**src/rtl/venmac_payout.sv**
```systemverilog
`default_nettype none
// ============================================================================
// venmac_payout : dispenser driver - one can-release pulse, then spaced coins
// Rev 1.0
// ============================================================================
module venmac_payout #(
  parameter int PULSE_GAP = 2,
  parameter int CNT_W     = 4
) (
  input  logic             clk,
  input  logic             rst,
  input  logic             can_in,
  input  logic [CNT_W-1:0] coin_in,
  output logic             busy,
  output logic             can_out,
  output logic             coin_pulse,
  output logic [CNT_W-1:0] coin_left,
  output logic             done
);

  localparam logic [2:0] S_IDLE = 3'd0;
  localparam logic [2:0] S_CAN  = 3'd1;
  localparam logic [2:0] S_PAY  = 3'd2;
  localparam logic [2:0] S_GAP  = 3'd3;
  localparam logic [2:0] S_DONE = 3'd4;

  localparam int               GAP_W    = 4;
  localparam logic [GAP_W-1:0] GAP_LAST = GAP_W'(PULSE_GAP - 1);
  localparam logic [CNT_W-1:0] CNT_ONE  = CNT_W'(1);

  logic [2:0]       state_q, state_d;
  logic [CNT_W-1:0] cnt_q, cnt_d;
  logic [GAP_W-1:0] gap_q, gap_d;
  logic             armed_q, armed_d;
  logic             busy_q, busy_d;
  logic             can_q, can_d;
  logic             pulse_q, pulse_d;
  logic             done_q, done_d;

  always_ff @(posedge clk) begin
    if (!rst) begin
      state_q <= S_IDLE;
      cnt_q   <= '0;
      gap_q   <= '0;
      armed_q <= 1'b0;
      busy_q  <= 1'b0;
      can_q   <= 1'b0;
      pulse_q <= 1'b0;
      done_q  <= 1'b0;
    end else begin
      state_q <= state_d;
      cnt_q   <= cnt_d;
      gap_q   <= gap_d;
      armed_q <= armed_d;
      busy_q  <= busy_d;
      can_q   <= can_d;
      pulse_q <= pulse_d;
      done_q  <= done_d;
    end
  end

  // cnt_q holds the coins still owed; it is decremented on entry to PAY so
  // it already shows the post-pulse value during the pulse cycle.
  always_comb begin
    state_d = state_q;
    cnt_d   = cnt_q;
    gap_d   = gap_q;
    armed_d = armed_q;
    case (state_q)
      S_IDLE: begin
        if (!can_in) begin
          armed_d = 1'b1;
        end else if (armed_q) begin
          armed_d = 1'b0;
          cnt_d   = coin_in;
          state_d = S_CAN;
        end
      end
      S_CAN: begin
        if (cnt_q == '0) begin
          state_d = S_DONE;
        end else begin
          state_d = S_PAY;
          cnt_d   = cnt_q - CNT_ONE;
        end
      end
      S_PAY: begin
        state_d = S_GAP;
        gap_d   = GAP_LAST;
      end
      S_GAP: begin
        if (gap_q != '0) begin
          gap_d = gap_q - 1'b1;
        end else if (cnt_q == '0) begin
          state_d = S_DONE;
        end else begin
          state_d = S_PAY;
          cnt_d   = cnt_q - CNT_ONE;
        end
      end
      S_DONE:  state_d = S_IDLE;
      default: state_d = S_IDLE;
    endcase
  end

  // Outputs are decoded from the next state and registered alongside it.
  always_comb begin
    busy_d  = (state_d == S_CAN) || (state_d == S_PAY) || (state_d == S_GAP);
    can_d   = (state_d == S_CAN);
    pulse_d = (state_d == S_PAY);
    done_d  = (state_d == S_DONE);
  end

  assign busy       = busy_q;
  assign can_out    = can_q;
  assign coin_pulse = pulse_q;
  assign coin_left  = cnt_q;
  assign done       = done_q;

endmodule
`default_nettype wire

```
**config.mk**
```make
export PLATFORM = sky130hd
export DESIGN_NAME = venmac_payout
export DESIGN_NICKNAME = d
export VERILOG_FILES = /design/src/rtl/venmac_payout.sv
export SDC_FILE = /design/constraint.sdc
export NUM_CORES = 1
export LEC_CHECK = 0
export ABC_AREA = 1
export CORE_ASPECT_RATIO = 1.2
export CORE_MARGIN = 1.5
export CORE_UTILIZATION = 49
export CTS_BUF_LIST = sky130_fd_sc_hd__clkbuf_16
export CTS_CLUSTER_SIZE = 24
export DETAILED_ROUTE_END_ITERATION = 10
export MAX_ROUTING_LAYER = met4
export PLACE_DENSITY_LB_ADDON = 0.15
export SYNTH_ARGS = -nofsm -noshare
export SYNTH_HDL_FRONTEND = slang
export SYNTH_SLANG_ARGS = --single-unit
```
**constraint.sdc**
```tcl
create_clock -name clk -period 1.6 [get_ports clk]
set_input_delay 0.16 -clock clk [delete_from_list [all_inputs] [get_ports clk]]
set_output_delay 0.16 -clock clk [all_outputs]
set_load 0.1 [all_outputs]
```
== Yosys cells after proc, flatten, opt, wreduce, memory -nomap -nowiden ==
Cells that the tools add are included.

* $add $sub $neg: 2
* $mul: 0
* Divide/modulo/power cells: 0
* $lt $le $gt $ge: 0
* Equality and inequality tests: 11
* Shift operators: 0
* Muxes and demuxes: 13
* Bitwise logic cells: 0
* Reduce and logical (&&, ||, !) cells: 9

{| class="wikitable"
|+ Operators by type and width
! cell !! count
|-
| $mux 4 || 5
|-
| $eq 3x2->1 const B || 4
|-
| $mux 3 || 4
|-
| $pmux 3 s4 || 1
|-
| $pmux 4 s3 || 1
|-
| $ne 2x2->1 const B || 4
|-
| $pmux 4 s2 || 1
|-
| $sub 4x1->4 const B || 2
|-
| $eq 3x1->1 const B || 2
|-
| $logic_not 4->1 || 1
|-
| $reduce_and 4->1 || 1
|-
| $reduce_bool 4->1 || 1
|-
| $eq 3x3->1 const B || 1
|-
| $logic_not 3->1 || 1
|-
| $reduce_bool 3->1 || 1
|-
| $logic_or 1x1->1 || 2
|-
| $reduce_and 2->1 || 1
|-
| $reduce_bool 2->1 || 1
|-
| $mux 1 || 1
|}

* Register bits after elaboration: 16
* Bits in latches: 0
* Bits in writable memories: 0
* ROM bits: 0
* Input bits: 7
* Output and inout port bits: 8
* Logic and storage cells: 43
* Memories: 0

== Longest topological paths before layout ==
* Word-level depth: 7
* Gate-level depth with buffers: 10
* Mapped depth without buffers: 10

== Worst setup path before layout ==
Ideal clock, no wire load.

* Path kind: flip-flop to flip-flop
* Start: register cnt_q[0], in the netlist coin_left[0]
* End: register cnt_q[2], in the netlist coin_left[2]
* Library setup time: 117 ps
* Arrival time: 1871 ps
* Data required time: 1483 ps
* Path slack: -388 ps
* Cell stages (with the launch flop): 9
* Buffers on the path: 0
* Period minus slack after synthesis: 1988 ps
* Cell sequence: dfxtp_1 > inv_1 > ha_1 > nand3_1 > nand2_1 > nor2_4 > nand2_1 > nand2_1 > nor2_1

* Longest elaborated chain between the ends: 4
* Elaborated cells on any way between the ends: 5
* Classes of those cells: add/sub: 1; mux: 3; reduce/logical: 1

{| class="wikitable"
|+ Ends and longest elaborated chain
! what !! RTL line !! RTL
|-
| start: declaration || 32 || <nowiki>logic [CNT_W-1:0] cnt_q, cnt_d;</nowiki>
|-
| start signal: assignment || 52 || <nowiki>cnt_q <= cnt_d;</nowiki>
|-
| $sub 4x1->4 / $logic_not 4->1 (equally long branches) || -- ||
|-
| $mux 4 (*) || 80, 94 ||
|-
| $mux 4 || 92 || <nowiki>if (gap_q != '0) begin</nowiki>
|-
| $pmux 4 s3 (*) || 69 || <nowiki>case (state_q)</nowiki>
|}

Mark *: on every way between the ends. The rest lies on a longest branch, timed or not. The select of a mux whose other input is x is not followed.
A chain may end at the register's enable or synchronous reset.

== Worst setup path in the final report ==
* Start: register gap_q[0]
* End: register cnt_q[0], in the netlist coin_left[0]

* Longest elaborated chain between the ends: 3

{| class="wikitable"
|+ Ends and longest elaborated chain
! what !! RTL line !! RTL
|-
| start: declaration || 33 || <nowiki>logic [GAP_W-1:0] gap_q, gap_d;</nowiki>
|-
| start signal: assignment || 53 || <nowiki>gap_q <= gap_d;</nowiki>
|-
| $reduce_bool 4->1 || 92 ||
|-
| $ne 2x2->1 (no source line) || -- ||
|-
| $reduce_and 4->1 (no source line) || -- ||
|}

Every way passes these cells.

==> qor.csv <==
stage,metric,value,unit
floorplanning,die_area,1890,sq um
detailed_routing,routed_wl,1750,microns
floorplanning,die_h,47.4,microns
hold_path,worstHoldEndpoint,armed_q,
detailed_routing,dr.pass1.iters,4,
power,pwr_density_cell,1120,nW/um^2
worst_setup_path,criticalPathCategory,flip-flop to flip-flop,
place,place_inst,154,
detailed_routing,first_iter_violations,18,
detailed_routing,drtAntennaViolNets,0,
detailed_routing,drc,0,
synthesis,synth-edff-count,0,
synthesis,synth_nets,133,
timing,fin_crit,1.39,ns
worst_setup_path,arrival,1.53,ns
global_routing,grt_pass1_wl,2700,microns
timing,period_share,0.868,
clock_network,clock_latency,0.25,ns
worst_setup_path,crit_top_cell,nand2_1,
synthesis,async_reset_ff_frac,0,
power,vdd_drop_max,742,uV
cells_and_area,antennaDiodeCount,0,
cells_and_area,final_nets,152,
place,portBuffers,14,
clock_network,cts_tree,yes,
timing,fin_tns_setup,0,ns
synthesis,syn_avg_cell_area,6.53,sq um
synthesis,ys_top_cells_by_area,"dfxtp_1 (40%), nand2_1 (16%), nor2_1 (12%)",
worst_setup_path,cp-start-kind,flip-flop,
clock_network,max-clock-path-buffers,2,
synthesis,ys_types,17,
clock_network,post_cts_resized,0,
status,outcome,"finished, final reports clean",
worst_setup_path,crit-reg2reg-launch,gap_q[0],
synthesis,synth-seq-area-share,0.399,
clock_network,postCtsSetupRepairBufs,0,
synthesis,ys_top_cells_by_count,"nand2_1 (35), nor2_1 (25), dfxtp_1 (16), inv_1 (16)",
clock_network,numClockSinks,16,
clock_network,holdBufCountCts,0,
synthesis,syn_inst,123,
clock_network,clk_pin_slew,0.05,ns
cells_and_area,seqCellArea,328,sq um
global_routing,grt.total_usage,0.223,
detailed_routing,avgRoutedWirePerCell,11.1,microns
detailed_routing,vias,807,
worst_setup_path,slowest_delay,0.32,ns
worst_setup_path,crit_chain,inv_1 -> ha_1 -> nand2_1 -> nand2_1 -> nand2_1 -> nor2_4 -> nand2_1 -> nand2_1 -> nor2_1,
cells_and_area,stdcell_count,158,
cells_and_area,area_growth_syn_to_layout,41.1,%
hold_path,hold_start,armed_q,
timing,finalMaxSlewViolations,0,
cells_and_area,finish.utilization,0.765,
worst_setup_path,ff2ff_setup_slack,0.21,ns
global_routing,grt_max_degree,10,
clock_network,cts_buffers,3,
timing,worst_pin_slew,0.265,ns
floorplanning,pin_count,15,
hold_path,min_path_cells,2,
floorplanning,start_util,0.542,
timing,fin_skew,0.00261,ns
clock_network,htreeDepth,1,
worst_setup_path,reg2reg_depth,9,
synthesis,netlist_area,803,sq um
synthesis,yosysTopAreaCell,dfxtp_1,
worst_setup_path,cp-end-kind,flip-flop,
cells_and_area,multi_input_area,418,sq um
synthesis,synth_most_common_cell,nand2_1,
worst_setup_path,critPathSlowestCell,dfxtp_1,
worst_setup_path,path_max_fanout,6,
job,drv_cap,0,
worst_setup_path,regToRegEndpoint,coin_left[0],
timing,setup_violations,0,
cells_and_area,fillCellCount,114,
timing,slew_headroom,0.823,
power,p_leak,0.527,nW
place,routabilityCongestion,0.816,
synthesis,netlist.area_leader.share,0.399,
floorplanning,die_w,40.0,microns
hold_path,hold_path.class,flip-flop to flip-flop,
timing,rsz0062_at_grt,no,
cells_and_area,drive_gt1_frac,0.142,
worst_setup_path,crit_required,1.74,ns
synthesis,ys.flop_type,dfxtp_1,
floorplanning,rows,15,
synthesis,ys_warn_count,0,
place,dp_hpwl,1360,microns
timing,fmax,0.720,GHz
synthesis,yosys_register_bits,16,
clock_network,clockRootBuffer,clkbuf_16,
floorplanning,core_area,1480,sq um
global_routing,antenna_found_initial,0,
global_routing,grt_pass1_vias,740,
detailed_routing,drt-vias-per-instance,5.11,
global_routing,overflow,0,
timing,hold_viol_final,0,
sequential cells by signal, indices dropped and copies added, names as in the netlist:
| signal | flops |
|---|---|
| armed_q | 1 |
| busy | 1 |
| can_out | 1 |
| coin_left | 4 |
| coin_pulse | 1 |
| done | 1 |
| gap_q | 4 |
| state_q | 3 |
critical path: cells and delay by family (launching register included):
kind / cells / cell delay [ns]
simple gates: 7 / 0.69
buf+inv: 1 / 0.10
flops: 1 / 0.32
fa+ha+maj: 1 / 0.15
where the power goes:
group / switching, mW / internal [mW]
combinational: 0.207 / 0.121
sequential: 0.0284 / 0.425
clock: 0.154 / 0.331
total: 0.390 / 0.878
worst max path at each step:
stage	to	slack, ns	cells after the start	from
2_1_floorplan	coin_left[2]	0.06	8	coin_left[1]
3_3_place_gp	coin_left[2]	0.27	8	coin_left[0]
3_5_place_dp	coin_left[0]	0.25	9	gap_q[0]
4_1_cts	coin_left[0]	0.21	9	gap_q[0]
5_1_grt	coin_left[2]	0.1	9	gap_q[0]
6_report	coin_left[0]	0.21	9	gap_q[0]
final cells by class:
| class | instances | share of cell area |
|---|---|---|
| timing repair buffer | 15 | 0.201 |
| tap | 17 | 0.0188 |
| clock inverter | 1 | 0.00331 |
| inverter | 16 | 0.0530 |
| clock buffer | 3 | 0.0662 |
| sequential | 16 | 0.289 |
| multi-input combinational | 90 | 0.369 |
placed cells by master, fill, tap and decap left out:
| cell | synthesis | routed |
|---|---|---|
| o22ai_1 | 1 | 1 |
| nand2_1 | 35 | 35 |
| a21oi_1 | 7 | 7 |
| or2_2 | 1 | 1 |
| dfxtp_2 | 0 | 3 |
| xor2_1 | 1 | 1 |
| buf_4 | 0 | 1 |
| buf_12 | 0 | 8 |
| nor2_1 | 25 | 25 |
| nor3_1 | 2 | 2 |
| nor2_4 | 1 | 1 |
| ha_1 | 3 | 3 |
| dfxtp_1 | 16 | 12 |
| nand3_1 | 7 | 7 |
| o21ai_0 | 4 | 4 |
| clkinv_1 | 0 | 1 |
| clkdlybuf4s50_1 | 0 | 6 |
| clkbuf_16 | 0 | 3 |
| nand3b_1 | 1 | 1 |
| o21ai_2 | 1 | 1 |
| nand2_2 | 1 | 1 |
| dfxtp_4 | 0 | 1 |
| inv_1 | 16 | 16 |
per-stage QoR:
| stage | instance area [sq um] | setup slack, ns | hold slack [ns] | power, mW |
|---|---|---|---|---|
| 6_report | 1130 | 0.211 | 0.494 | 1.27 |
| 5_1_grt | 1130 | 0.0994 | 0.522 | 1.31 |
| 4_1_cts | 1130 | 0.210 | 0.492 | 1.27 |
| 3_5_place_dp | 1050 | 0.247 | 0.484 | 0.790 |
| 3_3_place_gp | 1050 | 0.274 | 0.470 | 0.782 |
| 2_1_floorplan | 811 | 0.0569 | 0.315 | 0.678 |
kinds of logic after synthesis:
logic type                 Yosys count  share of synthesized area
AOI/OAI and AO/OA                   13                     0.0872
DFF                                 16                      0.399
buffers and inverters               17                     0.0810
and+or+nand+nor                     73                      0.375
adders and majority gates            3                     0.0467
xor gates and xnor gates             1                     0.0109
routing by layer:
layer | part of all wire | GRT usage | wire (microns)
met5 | 0 | - | 0
met4 | 0.015 | 0.145 | 27
met3 | 0.029 | 0.0427 | 51
met2 | 0.56 | 0.416 | 978
met1 | 0.40 | 0.193 | 693
Note: power is estimated with default switching activity, not from simulation.
==> edit (same flow settings) <==
Register the output `coin_left` once more, cleared by the reset; this adds one clock of latency there. The other outputs are not delayed to match.
--- a/src/rtl/venmac_payout.sv
+++ b/src/rtl/venmac_payout.sv
@@ -116,3 +116,9 @@
   assign coin_pulse = pulse_q;
-  assign coin_left  = cnt_q;
+  always_ff @(posedge clk) begin
+    if (!rst) begin
+      coin_left <= '0;
+    end else begin
+      coin_left <= cnt_q;
+    end
+  end
   assign done       = done_q;
Formal check against the unedited RTL: not equivalent (a bounded check fails within 4 cycles, from zero or initial values and one cycle with rst low).
==> edit against the unedited design <==
Largest cell class unchanged. Worst setup slack got worse by 33 ps. Sequential cell count increased by 4. Synthesized cell count increased by 13%. Combinational power increased by 9.1%. Clock power increased by 1%. Power increased by 12%. Die area increased by 20%. Wire length increased by 4.9%. Synthesized area increased by 21%. Worst hold slack got worse by 42 ps. Global-route usage decreased by 2.7 points. Design area increased by 14%.
==> edit: results (changes against the unedited design) <==
metric	value	unit	change
max_stage_delay	360	ps	was 320 ps
fin_cells	175		was 158
crit_fanout	7		was 6
dp.cells	172		was 154
yosys-top-cells-area	dfxtp_1 41%, nand2_1 13%, inv_1 10%		was dfxtp_1 40%, nand2_1 16%, nor2_1 12%
drtIter0Drc	6		was 18
drt-total-wl	1.84	mm	was 1.75 mm
wl_met3	47	µm	was 51 µm
synth_seq_area_share	41.2	%	was 39.9%
clock_skew	1.08	ps	was 2.61 ps
tightest_slew	275	ps	was 265 ps
vias_per_cell	4.98		was 5.11
grt_max_degree	11		was 10
synth_xor_xnor_area_share	0.901	%	was 1.09%
yosys.area_share.adder	3.86	%	was 4.67%
synth_mux_area_share	0	%	unchanged
grt.met2_usage	36.5	%	was 41.6%
wl_met2	980	µm	was 978 µm
synthDistinctLibCells	24		was 17
place_area	1210	µm²	was 1050 µm²
hold_class	reg -> reg		unchanged
place_worst_setup_slack	190	ps	was 247 ps
grtUsageMet3	3.13	%	was 4.27%
hpwl	1.45	mm	was 1.36 mm
synth_compound_area_share	7.72	%	was 8.72%
reg2reg_depth	8		was 9
vdd_drop_max	0.735	mV	was 0.742 mV
hold_viol_final	0		unchanged
seq_power	0.000569	W	was 0.000453 W
switching_share	29.8	%	was 30.8%
grt_util_met1	20.1	%	was 19.3%
status	finished, final reports clean		unchanged
globalRouteTotalUtil	19.6	%	was 22.3%
met1_length	779	µm	was 693 µm
synth_commonest_cells	34 x nand2_1, 26 x inv_1, 20 x dfxtp_1, 19 x nor2_1, 6 x nand3_1		was 35 x nand2_1, 25 x nor2_1, 16 x dfxtp_1, 16 x inv_1
clockPowerShare	34.6	%	was 38.3%
gp_congestion	0.857		was 0.816
p_seq_share	40.1	%	was 35.8%
syn_inst	139		was 123
drive_gt1_share	14.7	%	was 14.2%
-- edit: cell types whose count changed after synthesis, sizes merged --
| cell | unedited run | this run |
|---|---|---|
| buf | 0 | 1 |
| nand2 | 36 | 38 |
| a211oi | 0 | 2 |
| nor3 | 2 | 3 |
| clkbuf | 1 | 0 |
| dfxtp | 16 | 20 |
| nor2 | 26 | 21 |
| inv | 16 | 27 |
| nand3 | 7 | 8 |
| nand4 | 0 | 2 |
| o21ai | 5 | 4 |
| a21oi | 7 | 6 |
-- edit: cell type report --
| type | instances | area (µm²) |
|---|---|---|
| clock buffer | 3 | 75.1 |
| fill | 148 | 563 |
| inverter | 27 | 101 |
| multi-input combinational | 91 | 459 |
| sequential | 20 | 400 |
| tap | 19 | 23.8 |
| timing repair buffer | 15 | 228 |
-- edit: final timing paths --
check	start	end	slack, ps
min	cnt_q[1]	coin_left[1]	450
min reg2reg	cnt_q[1]	coin_left[1]	450
max	cnt_q[0]	cnt_q[2]	180
max reg2reg	cnt_q[0]	cnt_q[2]	180
